`config.mk`:
```
export PLATFORM = sky130hd
export DESIGN_NAME = bcnn_conv_binarize_mc
export DESIGN_NICKNAME = d
export VERILOG_FILES = /design/src/rtl/bcnn_pkg.sv /design/src/rtl/bcnn_line_window.sv /design/src/rtl/bcnn_conv_binarize_mc.sv
export SDC_FILE = /design/constraint.sdc
export NUM_CORES = 1
export LEC_CHECK = 0
export ABC_AREA = 1
export CAP_MARGIN = 40
export CORE_AREA = 3 3 133 135
export DETAILED_ROUTE_END_ITERATION = 8
export DIE_AREA = 0 0 136 138
export PLACE_DENSITY_LB_ADDON = 0.2
export SYNTH_ARGS = -nofsm -noshare
export SYNTH_HDL_FRONTEND = slang
export SYNTH_SLANG_ARGS = --single-unit
```
`constraint.sdc`:
```
create_clock -name clk -period 4.4 [get_ports clk]
set_input_delay 0.44 -clock clk [delete_from_list [all_inputs] [get_ports clk]]
set_output_delay 0.44 -clock clk [all_outputs]
set_load 0.02 [all_outputs]
```
`src/rtl/bcnn_pkg.sv`:
```
// Shared types and helpers for the streaming binary convolution block:
// FSM state encoding, window bit indexing and the window popcount.
package bcnn_pkg;

  localparam int unsigned MAX_WIN_BITS = 64;
  localparam int unsigned POP_WIDTH    = 7;

  typedef enum logic [1:0] {
    ST_IDLE,
    ST_STREAM,
    ST_FLUSH
  } state_t;

  // Flat bit position of window row r (0 = oldest), column j (0 = leftmost).
  function automatic int unsigned win_idx(input int unsigned r, input int unsigned j,
                                          input int unsigned k);
    return r * k + j;
  endfunction

  // Count of set bits in a zero-extended window-sized vector.
  function automatic logic [POP_WIDTH-1:0] popcount(input logic [MAX_WIN_BITS-1:0] v);
    logic [POP_WIDTH-1:0]    n;
    logic [MAX_WIN_BITS-1:0] s;
    n = '0;
    s = v;
    for (int i = 0; i < int'(MAX_WIN_BITS); i++) begin
      n = n + POP_WIDTH'(s[0]);
      s = s >> 1;
    end
    return n;
  endfunction

endpackage

```
`src/rtl/bcnn_line_window.sv`:
```
// Raster pixel counters, K-1 line buffers and the KxK sliding window.
// Window and counters move only on an accepted pixel; the valid/coordinate tag moves with the pipeline.
module bcnn_line_window
  import bcnn_pkg::*;
#(
  parameter int unsigned IMG_WIDTH   = 28,
  parameter int unsigned IMG_HEIGHT  = 28,
  parameter int unsigned KERNEL_SIZE = 3,
  localparam int unsigned KK = KERNEL_SIZE * KERNEL_SIZE,
  localparam int unsigned RW = $clog2(IMG_HEIGHT),
  localparam int unsigned CW = $clog2(IMG_WIDTH)
) (
  input  logic          clk,
  input  logic          reset,
  input  logic          pixel,
  input  logic          accept,
  input  logic          advance,
  output logic [KK-1:0] window,
  output logic          window_valid,
  output logic [RW-1:0] window_row,
  output logic [CW-1:0] window_col,
  output logic          window_last,
  output logic          last_pixel_c
);

  logic [CW-1:0]          col;
  logic [RW-1:0]          row;
  logic [KERNEL_SIZE-1:0] col_vec;
  logic [KK-1:0]          window_next;
  logic                   at_window_c;

  // Column entering the window: oldest line first, live pixel last.
  assign col_vec[KERNEL_SIZE-1] = pixel;

  for (genvar i = 0; i < KERNEL_SIZE - 1; i++) begin : g_line
    logic [IMG_WIDTH-1:0] line;
    assign col_vec[i] = line[col];
    always_ff @(posedge clk) begin
      if (accept) line[col] <= col_vec[i+1];
    end
  end

  for (genvar r = 0; r < KERNEL_SIZE; r++) begin : g_win
    assign window_next[win_idx(r, 0, KERNEL_SIZE) +: KERNEL_SIZE] =
      {col_vec[r], window[win_idx(r, 1, KERNEL_SIZE) +: KERNEL_SIZE-1]};
  end

  assign last_pixel_c = (row == RW'(IMG_HEIGHT - 1)) && (col == CW'(IMG_WIDTH - 1));
  assign at_window_c  = (row >= RW'(KERNEL_SIZE - 1)) && (col >= CW'(KERNEL_SIZE - 1));

  always_ff @(posedge clk) begin
    if (reset) begin
      col          <= '0;
      row          <= '0;
      window       <= '0;
      window_valid <= 1'b0;
      window_row   <= '0;
      window_col   <= '0;
      window_last  <= 1'b0;
    end else begin
      if (accept) begin
        window <= window_next;
        if (col == CW'(IMG_WIDTH - 1)) begin
          col <= '0;
          row <= (row == RW'(IMG_HEIGHT - 1)) ? '0 : row + 1'b1;
        end else begin
          col <= col + 1'b1;
        end
      end
      if (advance) begin
        window_valid <= accept && at_window_c;
        if (accept) begin
          window_row  <= row - RW'(KERNEL_SIZE - 1);
          window_col  <= col - CW'(KERNEL_SIZE - 1);
          window_last <= last_pixel_c;
        end
      end
    end
  end

endmodule

```
`src/rtl/bcnn_conv_binarize_mc.sv`:
```
// Multi-channel streaming binary convolution with per-channel threshold binarization.
// Define BCNN_POPCOUNT_OUT_EN to expose the registered raw popcounts on out_sums.
module bcnn_conv_binarize_mc
  import bcnn_pkg::*;
#(
  parameter int unsigned IMG_WIDTH   = 28,
  parameter int unsigned IMG_HEIGHT  = 28,
  parameter int unsigned KERNEL_SIZE = 3,
  parameter int unsigned NUM_OUT_CH  = 4,
  parameter int unsigned SUM_WIDTH   = 4,
  localparam int unsigned KK = KERNEL_SIZE * KERNEL_SIZE,
  localparam int unsigned RW = $clog2(IMG_HEIGHT),
  localparam int unsigned CW = $clog2(IMG_WIDTH)
) (
  input  logic                          clk,
  input  logic                          reset,
  input  logic                          pixel_in,
  input  logic                          valid_in,
  output logic                          in_ready,
  input  logic [NUM_OUT_CH*KK-1:0]      weight_bits,
  input  logic [NUM_OUT_CH*SUM_WIDTH-1:0] thresholds,
  output logic [NUM_OUT_CH-1:0]         out_bits,
  output logic                          out_valid,
  input  logic                          out_ready,
  output logic [RW-1:0]                 out_row,
  output logic [CW-1:0]                 out_col,
  output logic                          out_last,
  output logic                          frame_done
`ifdef BCNN_POPCOUNT_OUT_EN
  ,
  output logic [NUM_OUT_CH*SUM_WIDTH-1:0] out_sums
`endif
);

  state_t state, state_d;
  logic   done_d;
  logic   advance;
  logic   accept;

  logic [KK-1:0] w_window;
  logic          w_valid;
  logic [RW-1:0] w_row;
  logic [CW-1:0] w_col;
  logic          w_last;
  logic          last_pixel_c;

  logic [KK-1:0] s1_window;
  logic          s1_valid;
  logic [RW-1:0] s1_row;
  logic [CW-1:0] s1_col;
  logic          s1_last;

  logic [NUM_OUT_CH*KK-1:0]        shadow_w;
  logic [NUM_OUT_CH*SUM_WIDTH-1:0] shadow_t;
  logic [NUM_OUT_CH*SUM_WIDTH-1:0] lane_sum;
  logic [NUM_OUT_CH-1:0]           lane_bit;

  // Whole pipeline moves as one unit whenever the output slot can take a new vector.
  assign advance  = !out_valid || out_ready;
  assign in_ready = !reset && (state != ST_FLUSH) && advance;
  assign accept   = valid_in && in_ready;

  bcnn_line_window #(
    .IMG_WIDTH  (IMG_WIDTH),
    .IMG_HEIGHT (IMG_HEIGHT),
    .KERNEL_SIZE(KERNEL_SIZE)
  ) u_line_window (
    .clk         (clk),
    .reset       (reset),
    .pixel       (pixel_in),
    .accept      (accept),
    .advance     (advance),
    .window      (w_window),
    .window_valid(w_valid),
    .window_row  (w_row),
    .window_col  (w_col),
    .window_last (w_last),
    .last_pixel_c(last_pixel_c)
  );

  // Filter set is frozen for the whole frame at its first accepted pixel.
  always_ff @(posedge clk) begin
    if (reset) begin
      shadow_w <= '0;
      shadow_t <= '0;
    end else if (state == ST_IDLE && accept) begin
      shadow_w <= weight_bits;
      shadow_t <= thresholds;
    end
  end

  for (genvar c = 0; c < NUM_OUT_CH; c++) begin : g_lane
    logic [KK-1:0] match;
    assign match = ~(s1_window ^ shadow_w[c*KK +: KK]);
    assign lane_sum[c*SUM_WIDTH +: SUM_WIDTH] = SUM_WIDTH'(popcount(MAX_WIN_BITS'(match)));
    assign lane_bit[c] = lane_sum[c*SUM_WIDTH +: SUM_WIDTH] >= shadow_t[c*SUM_WIDTH +: SUM_WIDTH];
  end

  always_ff @(posedge clk) begin
    if (reset) begin
      s1_valid  <= 1'b0;
      s1_window <= '0;
      s1_row    <= '0;
      s1_col    <= '0;
      s1_last   <= 1'b0;
      out_valid <= 1'b0;
      out_bits  <= '0;
      out_row   <= '0;
      out_col   <= '0;
      out_last  <= 1'b0;
    end else if (advance) begin
      s1_valid  <= w_valid;
      if (w_valid) begin
        s1_window <= w_window;
        s1_row    <= w_row;
        s1_col    <= w_col;
        s1_last   <= w_last;
      end
      out_valid <= s1_valid;
      out_last  <= s1_valid && s1_last;
      if (s1_valid) begin
        out_bits <= lane_bit;
        out_row  <= s1_row;
        out_col  <= s1_col;
      end
    end
  end

`ifdef BCNN_POPCOUNT_OUT_EN
  always_ff @(posedge clk) begin
    if (reset) begin
      out_sums <= '0;
    end else if (advance && s1_valid) begin
      out_sums <= lane_sum;
    end
  end
`endif

  always_ff @(posedge clk) begin
    if (reset) begin
      state      <= ST_IDLE;
      frame_done <= 1'b0;
    end else begin
      state      <= state_d;
      frame_done <= done_d;
    end
  end

  // FLUSH ends on the out_last handshake; that vector is the final one in the pipe.
  always_comb begin
    state_d = state;
    done_d  = 1'b0;
    case (state)
      ST_IDLE: begin
        if (accept) state_d = last_pixel_c ? ST_FLUSH : ST_STREAM;
      end
      ST_STREAM: begin
        if (accept && last_pixel_c) state_d = ST_FLUSH;
      end
      ST_FLUSH: begin
        if (out_valid && out_ready && out_last) begin
          state_d = ST_IDLE;
          done_d  = 1'b1;
        end
      end
      default: state_d = ST_IDLE;
    endcase
  end

endmodule

```
==> Word-level counts from Yosys, hierarchy flattened <==
Index checks and enable logic that the tools add are counted.
{ "classes": {"muxes": 16, "addsub": 36, "n_reduce_logical": 22, "n_lt_le_gt_ge": 8, "eq_ne": 8, "bitwise_logic": 9} }
{ "op_table": {"columns": ["cell", "count"], "rows": [
  ["$add 4x1->4", 20],
  ["$bwmux 28", 2],
  ["$not 9->9", 4],
  ["$xor 9x9->9", 4],
  ["$add 3x1->4", 4],
  ["$ge 4x4->1", 4],
  ["$add 2x1->3", 4],
  ["$logic_and 1x1->1", 12],
  ["$add 5x1->5 const B", 2],
  ["$bmux 1 s5", 2],
  ["$eq 5x5->1 const B", 2],
  ["$ge 5x2->1 const B", 2],
  ["$mux 5", 2],
  ["$sub 5x2->5 const B", 2],
  ["$add 1x1->2", 4],
  ["$mux 2", 4],
  ["$ne 2x2->1 const B", 4],
  ["$reduce_and 2->1", 4],
  ["$lt 5x6->1 const B", 1],
  ["$pmux 2 s3", 1],
  ["$demux 1 s5", 1],
  ["$ge 5x1->1 const B", 1],
  ["$mux 1", 4],
  ["$reduce_and 3->1", 1],
  ["other kinds (7)", 8]
]} }
{ "totals": {"word_cells": 122, "register_bits": 179} }

==> Logic depth before layout (Yosys ltp) <==
{ "logic_depth": {"depth_word": 11, "depth_mapped": 16, "ltp_nobuf": 15} }

==> By module <==
From an unflattened synthesis, not the netlist that was laid out.
{ "hier_totals": {"hier_cells": 1000, "area_unflattened_um2": 8613.3} }
{ "by_module_without_submodules": {"columns": ["mod", "seq_area_each_um2", "area_each_um2", "cells_per_inst", "n_inst"], "rows": [
  ["bcnn_conv_binarize_mc", 1841.8, 4682.0, 565, 1],
  ["bcnn_line_window", 2302.2, 3931.3, 435, 1]
]} }

==> Worst setup path before layout <==
No wires, ideal clock.
{ "synth_path": {"kind": "reg-to-reg", "start": "register s1_window[0]", "end": "register out_bits[1]", "synth_period_minus_slack_ns": 4.157, "stages_incl_launch_ff": 17, "path_buffers": 1, "t_arrival_ns": 4.035, "setup_ns": 0.122, "slack_ns": 0.243, "path_cell_list": "dfxtp_1 clkbuf_1 xnor2_1 fa_1 inv_1 fa_1 inv_1 fa_1 inv_1 fa_1 fa_1 inv_1 ha_1 a21boi_0 o21a_1 o21ai_0 a21oi_1"} }
{ "synth_via": {"elab_chain_len": 11} }
{ "synth_rtl": {"columns": ["element", "line", "rtl"], "rows": [
  ["start: declaration", "bcnn_conv_binarize_mc.sv:47", "logic [KK-1:0] s1_window;"],
  ["start signal: assignment", "bcnn_conv_binarize_mc.sv:114", "s1_window <= w_window;"],
  ["$xor 9x9->9", "bcnn_conv_binarize_mc.sv:94", "assign match = ~(s1_window ^ shadow_w[c*KK +: KK]);"],
  ["$not 9->9", "bcnn_conv_binarize_mc.sv:94", null],
  ["$add 1x1->2", "bcnn_pkg.sv:27", "n = n + POP_WIDTH'(s[0]);"],
  ["$add 2x1->3", "bcnn_pkg.sv:27", null],
  ["$add 3x1->4", "bcnn_pkg.sv:27", null],
  ["$add 4x1->4 (5 in a row)", "bcnn_pkg.sv:27", null],
  ["$ge 4x4->1", "bcnn_conv_binarize_mc.sv:96", "assign lane_bit[c] = lane_sum[c*SUM_WIDTH +: SUM_WIDTH] >= shadow_t[c*SUM_WIDTH +: SUM_WIDTH];"],
  ["end signal: assignment", "bcnn_conv_binarize_mc.sv:122", "out_bits <= lane_bit;"],
  ["end: declaration", "bcnn_conv_binarize_mc.sv:22", "output logic [NUM_OUT_CH-1:0] out_bits,"]
]} }
No other way between the ends.
A chain may end at the register's enable or synchronous reset.

==> Final worst setup path <==
{ "layout_path": {"start": "register s1_window[0]", "end": "register out_bits[0]"} }
Same word-level chain as after synthesis.

==> results.md <==
- Total number of vias: 6383
- Pwr dens: 400 nW/um^2
- CTS Buffer Depth: 2
- Number of global-route vias before repair: 6177
- Synth Warn #: 0
- Crit path arrival time: 4480 ps
- Routability cong.: 0.796
- Ant diodes: 0
- Total grt overflow: 0
- Dpl hpwl: 12.0 mm
- Clock-pin slew on the worst setup and hold paths: 60 ps
- Crit share post-route: 0.947
- VDD IR max: 0.301 mV
- Setup Slack @ Placement: 115 ps
- Number of I/O pins: 75
- Mapped Cells: 997
- Pleak: 4.24 nW
- Fraction of layout cells with a size suffix above 1: 0.0568
- R2R cell count: 15
- Core area: 16600 sq um
- Final hold violations: 0
- Simple-gate portion of the synthesized area: 0.180
- Most used cells in the layout excluding fill and tap cells: 235 x nor2_1, 120 x dfxtp_1, 114 x o21ai_0
- Skew final: 11.8 ps
- Status: complete, no violations
- Root Driver: clkbuf_16
- DR WL/cell: 14.0 um
- Crit path largest cell delay: 530 ps
- CP Class: reg2reg
- Clk_lat worst skew: 430 ps
- Synth Area in Compound Gates: 0.108
- Num CTS Buffers: 17
- Yosys reg bits: 179
- Syn_nets: 1109
- Main combinational cell family by area after synthesis: simple AND/OR/NAND/NOR gates
- Max-cap viol count: 0
- Largest net degree at the start of global routing: 66
- Fin worst setup slack: 234 ps
- Final #Nets: 1156
- Xor/xnor share of the synthesized area: 0.0480
- Critical path capture point type: flip-flop
- Initial DRC Count: 290
- Initial Util: 0.517
- Slowest-stage cell, CP: fa_1
- Seq/Total Area, Yosys: 0.483
- Req. time, crit path: 4710 ps
- TNS Setup: 0 ps
- Post-DRT Antenna Nets: 0
- All-Layer GR Usage: 0.196
- Final setup vio count: 0
- Clock H-tree levels: 4
- Tmin final: 4170 ps
- Crit-path cells: xnor2_1 -> fa_1 -> inv_1 -> fa_1 -> inv_1 -> fa_1 -> inv_1 -> fa_1 -> fa_1 -> inv_1 -> ha_1 -> a21boi_0 -> o21a_1 -> o21ai_0 -> a21oi_1
- HP Class: reg2reg
- PortBufs: 74
- Vias per cell: 5.00
- # rows: 47
- Initial antenna violation count: 0
- Post-CTS setup buffer count: 0
- Mux share of post-synthesis cell area: 0
- DRT Pass-1 Iters: 5
- Crit-path max FO: 5
- Fmax achieved: 240 MHz
- Syn Area/Cell: 8.60 sq um
- Area Growth Syn to Fin: 17.1%
- Mapped cell area: 8570 sq um
- DRC Markers: 0
- Post-synthesis cell type count: 37
- DIE WIDTH: 136 um
- Startpoint type of the worst setup path: flip-flop
- Adder-Cell Fraction of Synth Area: 0.0978
- RSZ-0062 raised after global routing: no
- Sink Count: 179
- Die footprint: 18800 sq um
- CTS tree: yes
- Commonest non-fill, non-tap cell in the layout: nor2_1
- Final Util: 0.605
- Fin. max-slew vios: 0
- Most Frequent Cell on Critical Path: fa_1
- Total wire length: 17.9 mm
- DIE HEIGHT: 138 um
- Slew margin rel.: 0.553
- Worst Max-Slew Pin Slew: 670 ps
- Global-route wire length before repair: 29.7 mm
- Hold-critical path depth: 2
flip-flops by register name (all words and copies together) (netlist names), 9 cells and up:
signal and cells:
s1_window 9, u_line_window.g_line.line 56, u_line_window.window 9, shadow_t 16, shadow_w 36
routing by layer:
layer	global-route usage	wire, um
met5	0	0
met4	0.0679	285
met3	0.0378	588
met2	0.318	8490
met1	0.263	8550
cells in the mapped netlist, drive strengths merged:
| cell | n | area, sq um |
|---|---|---|
| clkbuf | 26 | 97.6 |
| o21a | 4 | 30.0 |
| o211a | 1 | 10.0 |
| nand3b | 3 | 22.5 |
| dfxtp | 123 | 2460 |
| ha | 35 | 438 |
| buf | 30 | 235 |
| nor2 | 239 | 917 |
| edfxtp | 56 | 1680 |
| a21oi | 39 | 199 |
| nor3 | 3 | 20.0 |
| a21boi | 4 | 30.0 |
| a211oi | 2 | 25.0 |
| nor3b | 1 | 7.51 |
| o21ai | 126 | 631 |
| nor4 | 1 | 6.26 |
| xnor2 | 26 | 228 |
| nand4 | 1 | 6.26 |
| xor2 | 21 | 184 |
| inv | 99 | 377 |
| and3 | 1 | 11.3 |
| nand2 | 109 | 419 |
| fa | 20 | 400 |
| nand3 | 27 | 135 |
where the power goes:
part	leakage, nW	internal [mW]	switching [mW]	total (mW)
logic	2.40	0.267	0.323	0.590
clock network	0.327	1.02	0.612	1.64
registers	1.51	1.76	0.0297	1.79
total	4.24	3.05	0.964	4.01
area by class of cell:
class	instances	area, sq um
clock buffers	28	623
clock inverters	3	43.8
fillers	1433	6550
inverters	99	377
multi-input cells	663	3720
flip-flops and latches	179	4150
well taps	220	275
repair buffers	84	851
critical path: cells and delay by family, from the launching register on:
family / cells / cell delay (ps)
AOI/OAI and AO/OA: 4 / 550
xor gates and xnor gates: 1 / 160
adders and majority gates: 6 / 2780
buffers and inverters: 4 / 200
DFF: 1 / 360
repair_timing:
| action | 4_1_cts | 5_1_grt |
|---|---|---|
| hold buffers | 0 | 0 |
| gates resized for setup | 0 | 4 |
| setup endpoints to repair | 0 | 3 |
per-stage QoR:
stage,instances,hold WS [ps],power (mW),cell area (sq um)
2_1_floorplan,997,435,2.25,8570
3_3_place_gp,1242,452,2.38,9310
3_5_place_dp,1245,454,2.42,9370
4_1_cts,1276,464,4.05,10000
5_1_grt,1276,487,4.22,10000
6_report,1276,463,4.01,10000
logic make-up after synthesis:
logic type / count (synthesis)
DFF: 179
xor gates and xnor gates: 47
adders and majority gates: 55
and+or+nand+nor: 385
buffers and inverters: 155
AOI/OAI and AO/OA: 176
path summary, 6_finish.rpt:
path	slack, ps	endpoint	start
worst max-delay path	230	out_bits[0]$_SDFFE_PP0P_	s1_window[0]$_SDFFE_PP0P_
worst max register to register	230	out_bits[0]$_SDFFE_PP0P_	s1_window[0]$_SDFFE_PP0P_
worst min register to register	460	shadow_t[3]$_SDFFE_PP0P_	shadow_t[3]$_SDFFE_PP0P_
worst min-delay path	460	shadow_t[3]$_SDFFE_PP0P_	shadow_t[3]$_SDFFE_PP0P_
Note: power is estimated with default switching activity, not from simulation.
